**src/rtl/wb_alu_pkg.sv**
```systemverilog
// Shared definitions for the wb_alu_seq ALU peripheral: opcodes, register word
// offsets, STATUS bit positions and the command FSM encoding.
package wb_alu_pkg;

    localparam logic [3:0] OP_NOT  = 4'd0;
    localparam logic [3:0] OP_AND  = 4'd1;
    localparam logic [3:0] OP_PASS = 4'd2;
    localparam logic [3:0] OP_OR   = 4'd3;
    localparam logic [3:0] OP_DEC  = 4'd4;
    localparam logic [3:0] OP_ADD  = 4'd5;
    localparam logic [3:0] OP_SUB  = 4'd6;
    localparam logic [3:0] OP_INC  = 4'd7;
    localparam logic [3:0] OP_MUL  = 4'd8;
    localparam logic [3:0] OP_DIV  = 4'd9;
    localparam logic [3:0] OP_SHL  = 4'd10;
    localparam logic [3:0] OP_SHR  = 4'd11;
    localparam logic [3:0] OP_XOR  = 4'd12;

    // Register word offsets (byte offset / 4) within the window.
    localparam logic [2:0] IDX_OPA    = 3'd0;
    localparam logic [2:0] IDX_OPB    = 3'd1;
    localparam logic [2:0] IDX_CTRL   = 3'd2;
    localparam logic [2:0] IDX_STATUS = 3'd3;
    localparam logic [2:0] IDX_RES_LO = 3'd4;
    localparam logic [2:0] IDX_RES_HI = 3'd5;
    localparam logic [2:0] IDX_BUTTON = 3'd6;

    localparam int ST_BUSY    = 0;
    localparam int ST_DONE    = 1;
    localparam int ST_CARRY   = 2;
    localparam int ST_ZERO    = 3;
    localparam int ST_DIV0    = 4;
    localparam int ST_OVERRUN = 5;

    typedef enum logic [1:0] {
        S_IDLE = 2'd0,
        S_EXEC = 2'd1,
        S_RUN  = 2'd2,
        S_DONE = 2'd3
    } state_t;

    function automatic logic [6:0] sat_shamt(input logic [5:0] b, input int w2);
        sat_shamt = ({1'b0, b} > 7'(w2)) ? 7'(w2) : {1'b0, b};
    endfunction

endpackage

```
**src/rtl/wb_alu_seq_muldiv.sv**
```systemverilog
// seq_muldiv: iterative unsigned shift-add multiply / restoring divide, one bit
// per cycle for W cycles. o_lo/o_hi carry the final value during the o_done cycle.
module seq_muldiv #(
    parameter int W = 32
) (
    input  logic         clk,
    input  logic         reset_n,
    input  logic         i_start,
    input  logic         i_is_div,
    input  logic [W-1:0] i_a,
    input  logic [W-1:0] i_b,
    output logic         o_busy,
    output logic         o_done,
    output logic [W-1:0] o_lo,
    output logic [W-1:0] o_hi,
    output logic         o_div0
);

    logic [W-1:0] r_lo, r_hi, r_b;
    logic [5:0]   r_cnt;
    logic         r_div, r_busy;
    logic [W:0]   w_sum, w_shift;
    logic [W+1:0] w_diff;
    logic         w_neg;
    logic [W-1:0] w_lo_nxt, w_hi_nxt;
    logic         w_unused;

    assign o_div0   = i_is_div && (i_b == {W{1'b0}});
    assign o_done   = r_busy && (r_cnt == 6'd1);
    assign o_busy   = r_busy;
    assign o_lo     = w_lo_nxt;
    assign o_hi     = w_hi_nxt;
    assign w_unused = w_diff[W];

    // One iteration step: hi holds partial product / remainder, lo the multiplier / quotient.
    always_comb begin
        w_sum   = {1'b0, r_hi} + (r_lo[0] ? {1'b0, r_b} : {(W+1){1'b0}});
        w_shift = {r_hi, r_lo[W-1]};
        w_diff  = {1'b0, w_shift} - {2'b00, r_b};
        w_neg   = w_diff[W+1];
        if (r_div) begin
            w_hi_nxt = w_neg ? w_shift[W-1:0] : w_diff[W-1:0];
            w_lo_nxt = {r_lo[W-2:0], ~w_neg};
        end else begin
            w_hi_nxt = w_sum[W:1];
            w_lo_nxt = {w_sum[0], r_lo[W-1:1]};
        end
    end

    // Operand load and iteration counter.
    always_ff @(posedge clk or negedge reset_n) begin
        if (!reset_n) begin
            r_lo   <= {W{1'b0}};
            r_hi   <= {W{1'b0}};
            r_b    <= {W{1'b0}};
            r_cnt  <= 6'd0;
            r_div  <= 1'b0;
            r_busy <= 1'b0;
        end else if (i_start && !o_div0) begin
            r_lo   <= i_a;
            r_hi   <= {W{1'b0}};
            r_b    <= i_b;
            r_cnt  <= 6'(W);
            r_div  <= i_is_div;
            r_busy <= 1'b1;
        end else if (r_busy) begin
            r_lo  <= w_lo_nxt;
            r_hi  <= w_hi_nxt;
            r_cnt <= r_cnt - 6'd1;
            if (r_cnt == 6'd1) begin
                r_busy <= 1'b0;
            end
        end
    end

endmodule

```
**src/rtl/wb_alu_seq.sv**
```systemverilog
// wb_alu_seq: Wishbone ALU peripheral with start/busy/done FSM and multi-cycle MUL/DIV.
// Optional macro WB_ALU_IRQ_EN adds o_irq = done & CTRL[16].
module wb_alu_seq
    import wb_alu_pkg::*;
#(
    parameter logic [31:0] BASE_ADDRESS = 32'h3000_0000,
    parameter int          DATA_W       = 32,
    parameter int          N_LEDS       = 12
) (
    input  logic              clk,
    input  logic              reset_n,
    input  logic              i_wb_cyc,
    input  logic              i_wb_stb,
    input  logic              i_wb_we,
    input  logic [31:0]       i_wb_addr,
    input  logic [31:0]       i_wb_data,
    output logic              o_wb_ack,
    output logic              o_wb_stall,
    output logic [31:0]       o_wb_data,
    input  logic              buttons,
    output logic [N_LEDS-1:0] led_enb,
`ifdef WB_ALU_IRQ_EN
    output logic              o_irq,
`endif
    output logic [N_LEDS-1:0] leds
);

    localparam int W = DATA_W;

    state_t          r_state, w_state_nxt;
    logic [W-1:0]    r_opa, r_opb, r_sa, r_sb, r_res_lo, r_res_hi;
    logic [3:0]      r_op;
    logic            r_done, r_carry, r_zero, r_div0, r_ovr, r_ack;
    logic [31:0]     r_rdata, w_rdata, w_off;
    logic [N_LEDS-1:0] r_leds;
    logic [2:0]      w_idx;
    logic            w_req, w_wr, w_busy, w_start, w_start_ok, w_clr_done, w_done_nxt;
    logic            w_is_md, w_md_go, w_md_busy, w_md_done, w_md_div0, w_unused;
    logic [W-1:0]    w_md_lo, w_md_hi, w_res_lo, w_res_hi;
    logic [2*W-1:0]  w_alu;
    logic [W:0]      w_sum1;
    logic [6:0]      w_sh;
    logic            w_alu_c, w_fin, w_carry, w_div0;
    logic [N_LEDS+W+5:0] w_led_src;
    logic            w_irq_mask;

    assign w_off      = i_wb_addr - BASE_ADDRESS;
    assign w_req      = i_wb_cyc && i_wb_stb && (w_off < 32'd28);
    assign w_idx      = w_off[4:2];
    assign w_wr       = w_req && i_wb_we;
    assign w_busy     = (r_state == S_EXEC) || (r_state == S_RUN);
    assign w_start    = w_wr && (w_idx == IDX_CTRL) && i_wb_data[8];
    assign w_start_ok = w_start && !w_busy;
    assign w_clr_done = w_wr && (w_idx == IDX_STATUS) && i_wb_data[ST_DONE];
    assign w_is_md    = (r_op == OP_MUL) || (r_op == OP_DIV);
    assign w_md_go    = (r_state == S_EXEC) && w_is_md && !w_md_div0;
    assign w_unused   = w_md_busy;

    seq_muldiv #(.W(W)) u_muldiv (
        .clk      (clk),
        .reset_n  (reset_n),
        .i_start  (w_md_go),
        .i_is_div (r_op == OP_DIV),
        .i_a      (r_sa),
        .i_b      (r_sb),
        .o_busy   (w_md_busy),
        .o_done   (w_md_done),
        .o_lo     (w_md_lo),
        .o_hi     (w_md_hi),
        .o_div0   (w_md_div0)
    );

    // Command FSM state register.
    always_ff @(posedge clk or negedge reset_n) begin
        if (!reset_n) r_state <= S_IDLE;
        else          r_state <= w_state_nxt;
    end

    // Command FSM next state; DONE accepts a new start exactly like IDLE.
    always_comb begin
        w_state_nxt = r_state;
        case (r_state)
            S_IDLE, S_DONE: begin
                if (w_start_ok) w_state_nxt = S_EXEC;
                else            w_state_nxt = r_state;
            end
            S_EXEC: begin
                if (w_md_go) w_state_nxt = S_RUN;
                else         w_state_nxt = S_DONE;
            end
            S_RUN: begin
                if (w_md_done) w_state_nxt = S_DONE;
                else           w_state_nxt = S_RUN;
            end
            default: w_state_nxt = S_IDLE;
        endcase
    end

    // Single-cycle ALU on the snapshotted operands, 2W-bit result.
    always_comb begin
        w_alu   = {(2*W){1'b0}};
        w_alu_c = 1'b0;
        w_sum1  = {(W+1){1'b0}};
        w_sh    = sat_shamt(r_sb[5:0], 2*W);
        case (r_op)
            OP_NOT:  w_alu = {{W{1'b0}}, ~r_sa};
            OP_AND:  w_alu = {{W{1'b0}}, r_sa & r_sb};
            OP_PASS: w_alu = {{W{1'b0}}, r_sa};
            OP_OR:   w_alu = {{W{1'b0}}, r_sa | r_sb};
            OP_XOR:  w_alu = {{W{1'b0}}, r_sa ^ r_sb};
            OP_DEC:  w_sum1 = {1'b0, r_sa} - {{W{1'b0}}, 1'b1};
            OP_ADD:  w_sum1 = {1'b0, r_sa} + {1'b0, r_sb};
            OP_SUB:  w_sum1 = {1'b0, r_sa} - {1'b0, r_sb};
            OP_INC:  w_sum1 = {1'b0, r_sa} + {{W{1'b0}}, 1'b1};
            OP_SHL:  w_alu = {{W{1'b0}}, r_sa} << w_sh;
            OP_SHR:  w_alu = {{W{1'b0}}, r_sa} >> w_sh;
            default: w_alu = {(2*W){1'b0}};
        endcase
        if ((r_op >= OP_DEC) && (r_op <= OP_INC)) begin
            w_alu   = {{W{1'b0}}, w_sum1[W-1:0]};
            w_alu_c = w_sum1[W];
        end else begin
            w_alu_c = 1'b0;
        end
    end

    // Pick the value finishing this cycle: single-cycle op, div-by-zero, or MUL/DIV.
    always_comb begin
        w_fin    = 1'b0;
        w_res_lo = w_alu[W-1:0];
        w_res_hi = w_alu[2*W-1:W];
        w_carry  = w_alu_c;
        w_div0   = 1'b0;
        if ((r_state == S_EXEC) && !w_md_go) begin
            w_fin = 1'b1;
            if (w_md_div0) begin
                w_res_lo = {W{1'b1}};
                w_res_hi = r_sa;
                w_carry  = 1'b0;
                w_div0   = 1'b1;
            end else begin
                w_div0 = 1'b0;
            end
        end else if ((r_state == S_RUN) && w_md_done) begin
            w_fin    = 1'b1;
            w_res_lo = w_md_lo;
            w_res_hi = w_md_hi;
            w_carry  = 1'b0;
        end else begin
            w_fin = 1'b0;
        end
        if (w_fin)           w_done_nxt = 1'b1;
        else if (w_start_ok) w_done_nxt = 1'b0;
        else if (w_clr_done) w_done_nxt = 1'b0;
        else                 w_done_nxt = r_done;
    end

    // Operand/opcode registers, snapshot, result and status flags.
    always_ff @(posedge clk or negedge reset_n) begin
        if (!reset_n) begin
            r_opa <= {W{1'b0}}; r_opb <= {W{1'b0}};
            r_sa <= {W{1'b0}};  r_sb <= {W{1'b0}};
            r_res_lo <= {W{1'b0}}; r_res_hi <= {W{1'b0}};
            r_op <= 4'd0; r_done <= 1'b0; r_carry <= 1'b0;
            r_zero <= 1'b0; r_div0 <= 1'b0; r_ovr <= 1'b0;
        end else begin
            if (w_wr && !w_busy && (w_idx == IDX_OPA))  r_opa <= i_wb_data[W-1:0];
            if (w_wr && !w_busy && (w_idx == IDX_OPB))  r_opb <= i_wb_data[W-1:0];
            if (w_wr && !w_busy && (w_idx == IDX_CTRL)) r_op  <= i_wb_data[3:0];
            if (w_start_ok) begin
                r_sa <= r_opa;
                r_sb <= r_opb;
            end
            if (w_fin) begin
                r_res_lo <= w_res_lo;
                r_res_hi <= w_res_hi;
                r_carry  <= w_carry;
                r_zero   <= ({w_res_hi, w_res_lo} == {(2*W){1'b0}});
                r_div0   <= w_div0;
            end
            r_done <= w_done_nxt;
            if (w_start && w_busy) r_ovr <= 1'b1;
            else if (w_wr && (w_idx == IDX_STATUS) && i_wb_data[ST_OVERRUN]) r_ovr <= 1'b0;
        end
    end

`ifdef WB_ALU_IRQ_EN
    logic r_irq_mask, r_irq;
    assign w_irq_mask = r_irq_mask;
    assign o_irq      = r_irq;

    // Interrupt mask (CTRL[16]) and registered done-level interrupt.
    always_ff @(posedge clk or negedge reset_n) begin
        if (!reset_n) begin
            r_irq_mask <= 1'b0;
            r_irq      <= 1'b0;
        end else if (w_wr && (w_idx == IDX_CTRL)) begin
            r_irq_mask <= i_wb_data[16];
            r_irq      <= w_done_nxt & i_wb_data[16];
        end else begin
            r_irq <= w_done_nxt & r_irq_mask;
        end
    end
`else
    assign w_irq_mask = 1'b0;
`endif

    // Read data mux; narrow registers are zero-extended.
    always_comb begin
        w_rdata = 32'd0;
        case (w_idx)
            IDX_OPA:    w_rdata = 32'(r_opa);
            IDX_OPB:    w_rdata = 32'(r_opb);
            IDX_CTRL:   w_rdata = {15'd0, w_irq_mask, 12'd0, r_op};
            IDX_STATUS: w_rdata = {26'd0, r_ovr, r_div0, r_zero, r_carry, r_done, w_busy};
            IDX_RES_LO: w_rdata = 32'(r_res_lo);
            IDX_RES_HI: w_rdata = 32'(r_res_hi);
            IDX_BUTTON: w_rdata = {31'd0, buttons};
            default:    w_rdata = 32'd0;
        endcase
    end

    // Bus acknowledge and read data, one cycle after a mapped request.
    always_ff @(posedge clk or negedge reset_n) begin
        if (!reset_n) begin
            r_ack   <= 1'b0;
            r_rdata <= 32'd0;
        end else begin
            r_ack   <= w_req;
            r_rdata <= (w_req && !i_wb_we) ? w_rdata : 32'd0;
        end
    end

    assign w_led_src = {{N_LEDS{1'b0}}, r_res_lo, r_done, w_busy, r_op};

    // Debug display refresh.
    always_ff @(posedge clk or negedge reset_n) begin
        if (!reset_n) r_leds <= {N_LEDS{1'b0}};
        else          r_leds <= w_led_src[N_LEDS-1:0];
    end

    assign o_wb_ack   = r_ack;
    assign o_wb_data  = r_rdata;
    assign o_wb_stall = 1'b0;
    assign led_enb    = {N_LEDS{1'b0}};
    assign leds       = r_leds;

endmodule

```
**config.mk**
```make
export PLATFORM = sky130hd
export DESIGN_NAME = wb_alu_seq
export DESIGN_NICKNAME = d
export VERILOG_FILES = /design/src/rtl/wb_alu_pkg.sv /design/src/rtl/wb_alu_seq_muldiv.sv /design/src/rtl/wb_alu_seq.sv
export SDC_FILE = /design/constraint.sdc
export NUM_CORES = 1
export LEC_CHECK = 0
export CAP_MARGIN = 20
export CORE_ASPECT_RATIO = 0.8
export CORE_UTILIZATION = 30
export CTS_CLUSTER_DIAMETER = 100
export CTS_CLUSTER_SIZE = 16
export DETAILED_ROUTE_END_ITERATION = 16
export PLACE_DENSITY = 0.43
export SLEW_MARGIN = 20
export SYNTH_ARGS = -nofsm -noshare
export SYNTH_HDL_FRONTEND = slang
export SYNTH_SLANG_ARGS = --single-unit
```
**constraint.sdc**
```tcl
create_clock -name clk -period 6.7 [get_ports clk]
set_clock_uncertainty 0.1 [all_clocks]
set_input_delay 1.005 -clock clk [delete_from_list [all_inputs] [get_ports clk]]
set_output_delay 1.005 -clock clk [all_outputs]
set_load 0.01 [all_outputs]
```
==> results.toml, run 1 <==
[run_status]
status = "complete, no violations"

[drt]
drt_iter0_drc = 4544
ant_nets = 0
route.detailed.drc = 0
drt-vias-per-instance = 6.115
routedWlPerCell_microns = 32.37
routed_wl_microns = 162500
drt-pass1-iter-count = 7
vias = 30701

[cts]
hold_buffers = 0
clk_latency_ns = 0.67
clk_pin_slew_ns = 0.09
clock_sinks = 352
cts_tree = "built"
cts_max_path_buffers = 3
cts-root-buf = "clkbuf_16"
cts.repair.resized = 0
htreeDepth = 1
postCtsSetupBuffers = 0
numCtsBuffers = 30

[worst_setup_path]
reg2reg_from = "r_sb[11]$_DFFE_PN0P_"
cp_common_cell = "nor4_1"
critPathBufInv = 1
worstPathCellList = "nor4_1 > nand2_1 > nor3_1 > and2_1 > a21oi_1 > o22ai_1 > nand2_1 > ha_1 > a21o_1 > a221oi_1 > o2111ai_1 > nor4_1 > buf_4 > a22oi_1 > nor2_1 > nand4_1 > nor4_1 > nand4_1 > nor4b_2 > a32o_1"
critical-path-top-delay-family = "simple AND/OR/NAND/NOR gates"
crit_path_start = "r_sb[11]$_DFFE_PN0P_"
crit_path_max_incr_delay_ns = 0.95
startpoint_type = "register"
cp.arrival_ns = 6.82
critical_path.max_fanout = 6
worstSetupPathType = "reg -> reg"
crit_required_ns = 7.21
slowest_stage = "nor4_1"
end_kind = "register"

[power_and_ir_drop]
comb_power_share_pct = 2.9
p_int_mw = 3.127
power_density_nw_per_um2 = 123.2
vdd_drop_max_mv = 0.2148
p_leak_nw = 14.28
clkPwrFrac_pct = 46.3
seq_power_share_pct = 50.8
switching_share_pct = 25.18
switchingPower_mw = 1.053

[placed_design]
io_buffers = 112
hpwlAfterDp_microns = 126700
place.gp.congestion = 1.044
place_area_sq_um = 32930

[timing]
setup_viol = 0
finalCritPeriodShare_pct = 94.15
rsz0062_at_grt = "false"
relSlewSlack_pct = 19.01
hold_violations = 0
worst_pin_slew_ns = 1.207
slew_viol_final = 0
fin_crit_ns = 6.308
max_freq_mhz = 158.5
fin_setup_tns_ns = 0

[grt]
grt_max_degree = 161
grt_pass1_wl_microns = 226900
grt_remaining_overflow = 0
grt_pass1_vias = 27760
antenna_found_initial = 13
grt_use_total_pct = 31.35

[die]
ioPinCount = 128
core_area_sq_um = 97630
core.rowCount = 102
start_util_pct = 30.51
die_y_microns = 283.8
die_w_microns = 354.3
die_area_sq_um = 100600

[layout]
area_delta_synth_final_pct = 13.90
final_cell_mix = "nand2_1, dfrtp_1, o21ai_0"
final_common_cell = "nand2_1"
drive_gt1_share_pct = 11.49
stdcell_area_sq_um = 33930
fin_nets = 3952

[synth]
syn_area_per_cell_sq_um = 8.149
ys_seq_area_share_pct = 29.57
syn_inst = 3655
synth_ff_type = "dfrtp_1"
synth_warnings = 0
synth-edff-count = 0
synth.distinct_cells = 98
synthArstFlopShare_pct = 100.0
synth_seq_cells = 352
syn_area_sq_um = 29780

[run]
maxCapViolCount = 0

[hold_path]
min_path_type = "in -> async"
==> area by class of cell <==
class / instances / area (sq um)
antenna: 4 / 10.01
clock buffer: 34 / 775.7
clock inverter: 10 / 201.4
fill: 10326 / 63700
inverter: 128 / 480.5
multi-input combinational: 2899 / 19430
sequential: 352 / 8831
tap: 1300 / 1627
timing repair buffer: 294 / 2567
==> cell usage after synthesis, drive strengths merged (18+ instances only) <==
| cell | instances | share of area [%] |
|---|---|---|
| nor2 | 316 | 4.0 |
| nor3 | 66 | 1.1 |
| buf | 65 | 1.2 |
| mux2 | 109 | 4.1 |
| nand2b | 20 | 0.42 |
| mux4 | 48 | 3.6 |
| o22ai | 39 | 0.82 |
| clkbuf | 223 | 2.8 |
| a211oi | 35 | 0.90 |
| nor4 | 28 | 0.71 |
| dfrtp | 352 | 30 |
| inv | 126 | 1.6 |
| nor2b | 20 | 0.42 |
| xor2 | 48 | 1.4 |
| o21ai | 344 | 5.8 |
| a21o | 46 | 1.2 |
| mux2i | 118 | 4.0 |
| nand3 | 73 | 1.2 |
| a22oi | 81 | 2.0 |
| xnor2 | 51 | 1.5 |
| a31oi | 53 | 1.1 |
| o21a | 30 | 0.76 |
| o211ai | 62 | 1.6 |
| and3 | 20 | 0.42 |
| nand4 | 43 | 0.90 |
| nand2 | 457 | 5.8 |
| a21oi | 301 | 5.1 |
| ha | 174 | 7.3 |
| and2 | 51 | 1.1 |
| a221oi | 18 | 0.53 |
==> kinds of logic (layout without fill, tap and decap cells) <==
| family | Yosys count | count (layout) | share of synthesized area, % |
|---|---|---|---|
| simple gates | 1162 | 1162 | 17.96 |
| fa+ha+maj | 177 | 177 | 7.511 |
| compound gates | 1173 | 1173 | 24.63 |
| other cells | 1 | 17 | 0.01259 |
| xor+xnor | 99 | 99 | 2.911 |
| buf+inv | 416 | 466 | 5.638 |
| mux | 275 | 275 | 11.76 |
| flops | 352 | 352 | 29.57 |
==> through the flow <==
step | util (%) | instances | setup slack (ns) | total power [mW] | hold slack [ns]
2_1_floorplan | - | 3667 | 1.081 | 2.191 | 0.2519
3_3_place_gp | 33.73 | 4973 | 0.6267 | 2.289 | 0.2927
3_5_place_dp | 33.73 | 4973 | 0.6759 | 2.289 | 0.3029
4_1_cts | 34.73 | 5017 | 0.6288 | 4.234 | 0.2381
5_1_grt | 34.74 | 5017 | 0.07415 | 4.302 | 0.2525
6_report | 34.75 | 5021 | 0.3920 | 4.179 | 0.2270
==> flip-flops by register name, summed over array words and instances (netlist names), 2 cells and up <==
register / cells
u_muldiv.r_b: 32
r_sb: 32
r_res_hi: 32
r_opb: 32
u_muldiv.r_lo: 32
r_sa: 32
r_op: 4
o_wb_data: 32
r_res_lo: 32
r_state: 2
r_opa: 32
leds: 12
u_muldiv.r_hi: 32
u_muldiv.r_cnt: 6
==> worst paths after layout <==
kind,end,slack (ns),depth (start not counted)
worst max-delay path,r_zero$_DFFE_PN0P_,0.39,20
worst min-delay path,r_res_hi[6]$_DFFE_PN0P_,0.23,1
worst max register to register,r_zero$_DFFE_PN0P_,0.39,20
worst min register to register,leds[11]$_DFF_PN0_,0.32,0
max in group asynchronous,r_sb[0]$_DFFE_PN0P_,4.91,2
min in group clk,leds[11]$_DFF_PN0_,0.32,0
==> power by group through the flow <==
stage	logic [mW]	registers, mW	clock network (mW)
6_report	0.121	2.12	1.94
5_1_grt	0.134	2.12	2.05
4_1_cts	0.124	2.12	1.99
3_5_place_dp	0.124	2.16	0
3_3_place_gp	0.124	2.16	0
2_1_floorplan	0.0255	2.17	0
==> metal layers <==
layer	track usage, %	up-vias	part of all wire (%)	wire length, microns
met3	9.260	233	12	19120
met2	39.86	1680	37	59900
li1	-	13403	-	-
met4	8.233	12	3.2	5153
met1	49.38	15373	48	78300
met5	0	-	0.049	79
No activity file was read; power rests on OpenSTA's default activity.
==> inputs of run 2 (changes only) <==
--- a/config.mk
+++ b/config.mk
@@ -11,6 +11,7 @@
 export CTS_CLUSTER_DIAMETER = 100
 export CTS_CLUSTER_SIZE = 16
 export DETAILED_ROUTE_END_ITERATION = 16
+export GPL_TIMING_DRIVEN = 0
 export PLACE_DENSITY = 0.43
 export SLEW_MARGIN = 20
 export SYNTH_ARGS = -nofsm -noshare
==> run 2 against run 1 <==
  * The flow now finishes with violations (negative setup slack)
  * Combinational power is 7% higher
  * Fmax is 9.5% lower
  * Non-clock buffer count is 117 higher
  * First-iteration DRC count grew 9.0%
  * Count of clock-buffer cells in the layout down 2
  * Worst hold slack worse by 0.048 ns
  * Cell count is 2.3% higher
  * Final area up 0.79%
  * Critical endpoint unchanged
==> results.toml, run 2 (synthesis gave the netlist of run 1 again) <==
[power_and_ir_drop]
p_leak_nw = 14.14
vdd_drop_max_mv = 0.1690
power_density_nw_per_um2 = 118.0

[run]
maxCapViolCount = 0

[run_status]
status = "finished, violations left"
violations = "negative setup slack"

[grt]
grt_max_degree = 85
grt_pass1_vias = 29904
grt_pass1_wl_microns = 252900
grt_remaining_overflow = 0
grt_use_total_pct = 35.66
antenna_found_initial = 21

[timing]
slew_viol_final = 0
setup_viol = 1
rsz0062_at_grt = "false"
fin_ws_ns = -0.2692
hold_violations = 0
worst_pin_slew_ns = 1.308
fin_crit_ns = 6.969
finalCritPeriodShare_pct = 104.0
hold-worst-slack_ns = 0.1794
relSlewSlack_pct = 12.81
max_freq_mhz = 143.5

[worst_setup_path]
crit_path_max_incr_delay_ns = 1.03
critical_path.max_fanout = 10
reg2reg_from = "r_state[1]$_DFFE_PN0P_"
worstSetupPathType = "reg -> reg"
crit_required_ns = 7.18
cp.arrival_ns = 7.45
ff2ff_path_depth = 16
slowest_stage = "o21ai_0"
worstPathCellList = "inv_1 > ha_1 > clkbuf_1 > nand4bb_1 > nand2_1 > nand2_1 > clkbuf_1 > nor2_1 > nand2_1 > o21ai_0 > nand4_1 > a211oi_2 > and4b_2 > nand4_1 > nor4b_2 > a32o_1"
ff2ff_setup_slack_ns = -0.27
cp_common_cell = "nand2_1"
r2r-end = "r_zero$_DFFE_PN0P_"
end_kind = "register"
startpoint_type = "register"

[layout]
final_common_cell = "nand2_1"
area_delta_synth_final_pct = 14.80
final_cell_mix = "nand2_1, dfrtp_1, nor2_1"
fillers = 10409
drive_gt1_share_pct = 9.710
instances_no_fill = 5135
fin_nets = 4068

[cts]
cts_tree = "built"
hold_buffers = 0
cts_max_path_buffers = 3
numCtsBuffers = 29
clock_sinks = 352
clk_pin_slew_ns = 0.08
htreeDepth = 1
clk_latency_ns = 0.65
cts-root-buf = "clkbuf_16"

[placed_design]
place.gp.congestion = 1.062
dp.cells = 5088
io_buffers = 110
pre_cts_ws_ns = -2.823
hpwlAfterDp_microns = 150900

[die]
die_w_microns = 354.3
core_area_sq_um = 97630
start_util_pct = 30.51
ioPinCount = 128
die_area_sq_um = 100600
core.rowCount = 102
die_y_microns = 283.8

[drt]
route.detailed.drc = 0
vias = 32386
drt-pass1-iter-count = 6
routedWlPerCell_microns = 36.08
drt_iter0_drc = 4954
ant_nets = 0
routed_wl_microns = 185300
drt-vias-per-instance = 6.307

[hold_path]
min_path_type = "in -> async"
run 2: changes by cell type in the layout (fill, tap and decap cells not counted), sizes merged:
cell,change
clkdlybuf4s50,-2
clkinvlp,+2
inv,-1
bufinv,-3
clkbuf,+208
clkinv,+1
buf,-92
clkdlybuf4s18,+1
run 2: through the flow:
| step | power, mW | instance area (sq um) | setup TNS, ns | utilization (%) |
|---|---|---|---|---|
| 3_3_place_gp | 2.293 | 32560 | -4456.59 | 33.35 |
| 4_1_cts | 4.056 | 34010 | 0 | 34.83 |
| 2_1_floorplan | 2.191 | 29830 | 0 | - |
| 3_5_place_dp | 2.297 | 32800 | -37.86 | 33.59 |
| 5_1_grt | 4.134 | 34180 | 0 | 35.01 |
| 6_report | 4.034 | 34190 | -0.2692 | 35.02 |
run 2: layer usage:
metal  up-vias  part of all wire [%]  track usage, %
li1      13624                     -               -
met1     16274                    45           53.09
met2      2106                    38           47.59
met3       358                    12           10.81
met4        24                   4.0           12.27
met5         -                 0.076               0
run 2: layout make-up:
class	count	area (sq um)	area share, %
antenna	4	10.01	0.02927
timing repair buffer	134	1364	3.989
clock inverter	9	96.34	0.2818
sequential	352	8810	25.76
multi-input combinational	2899	19820	57.96
tap	1300	1627	4.757
inverter	128	484.2	1.416
buffer	277	1226	3.586
clock buffer	32	757.0	2.214
run 2: worst max-delay path by stage:
stage	from	endpoint	slack, ns	cells after the start
global route	r_op[0]$_DFFE_PN0P_	r_zero$_DFFE_PN0P_	0.01	21
finish	r_state[1]$_DFFE_PN0P_	r_zero$_DFFE_PN0P_	-0.27	16
global placement	reset_n	u_muldiv.r_b[4]$_DFFE_PN0P_	-12.66	1
floorplan	r_sb[0]$_DFFE_PN0P_	r_zero$_DFFE_PN0P_	1.08	25
CTS	r_sb[1]$_DFFE_PN0P_	r_zero$_DFFE_PN0P_	0.008	30
detailed placement	r_op[2]$_DFFE_PN0P_	r_zero$_DFFE_PN0P_	-2.82	20
run 2: repair_timing:
item / in CTS / in global routing
buffers inserted: 6 / 7
gates resized for setup: 83 / 43
setup endpoints to repair: 34 / 1
pin swaps: 12 / 14
run 2: worst max-delay path: cells and delay by family (launching register included):
family,cells,cell delay [ns]
adders and majority gates,1,0.15
AOI/OAI and AO/OA,3,1.49
and+or+nand+nor,9,3.58
DFF,1,0.38
buffers and inverters,3,1.19
run 2: report_power, final:
group | switching [mW] | internal [mW]
sequential | 0.00000260 | 2.12
clock | 0.961 | 0.820
combinational | 0.0787 | 0.0516
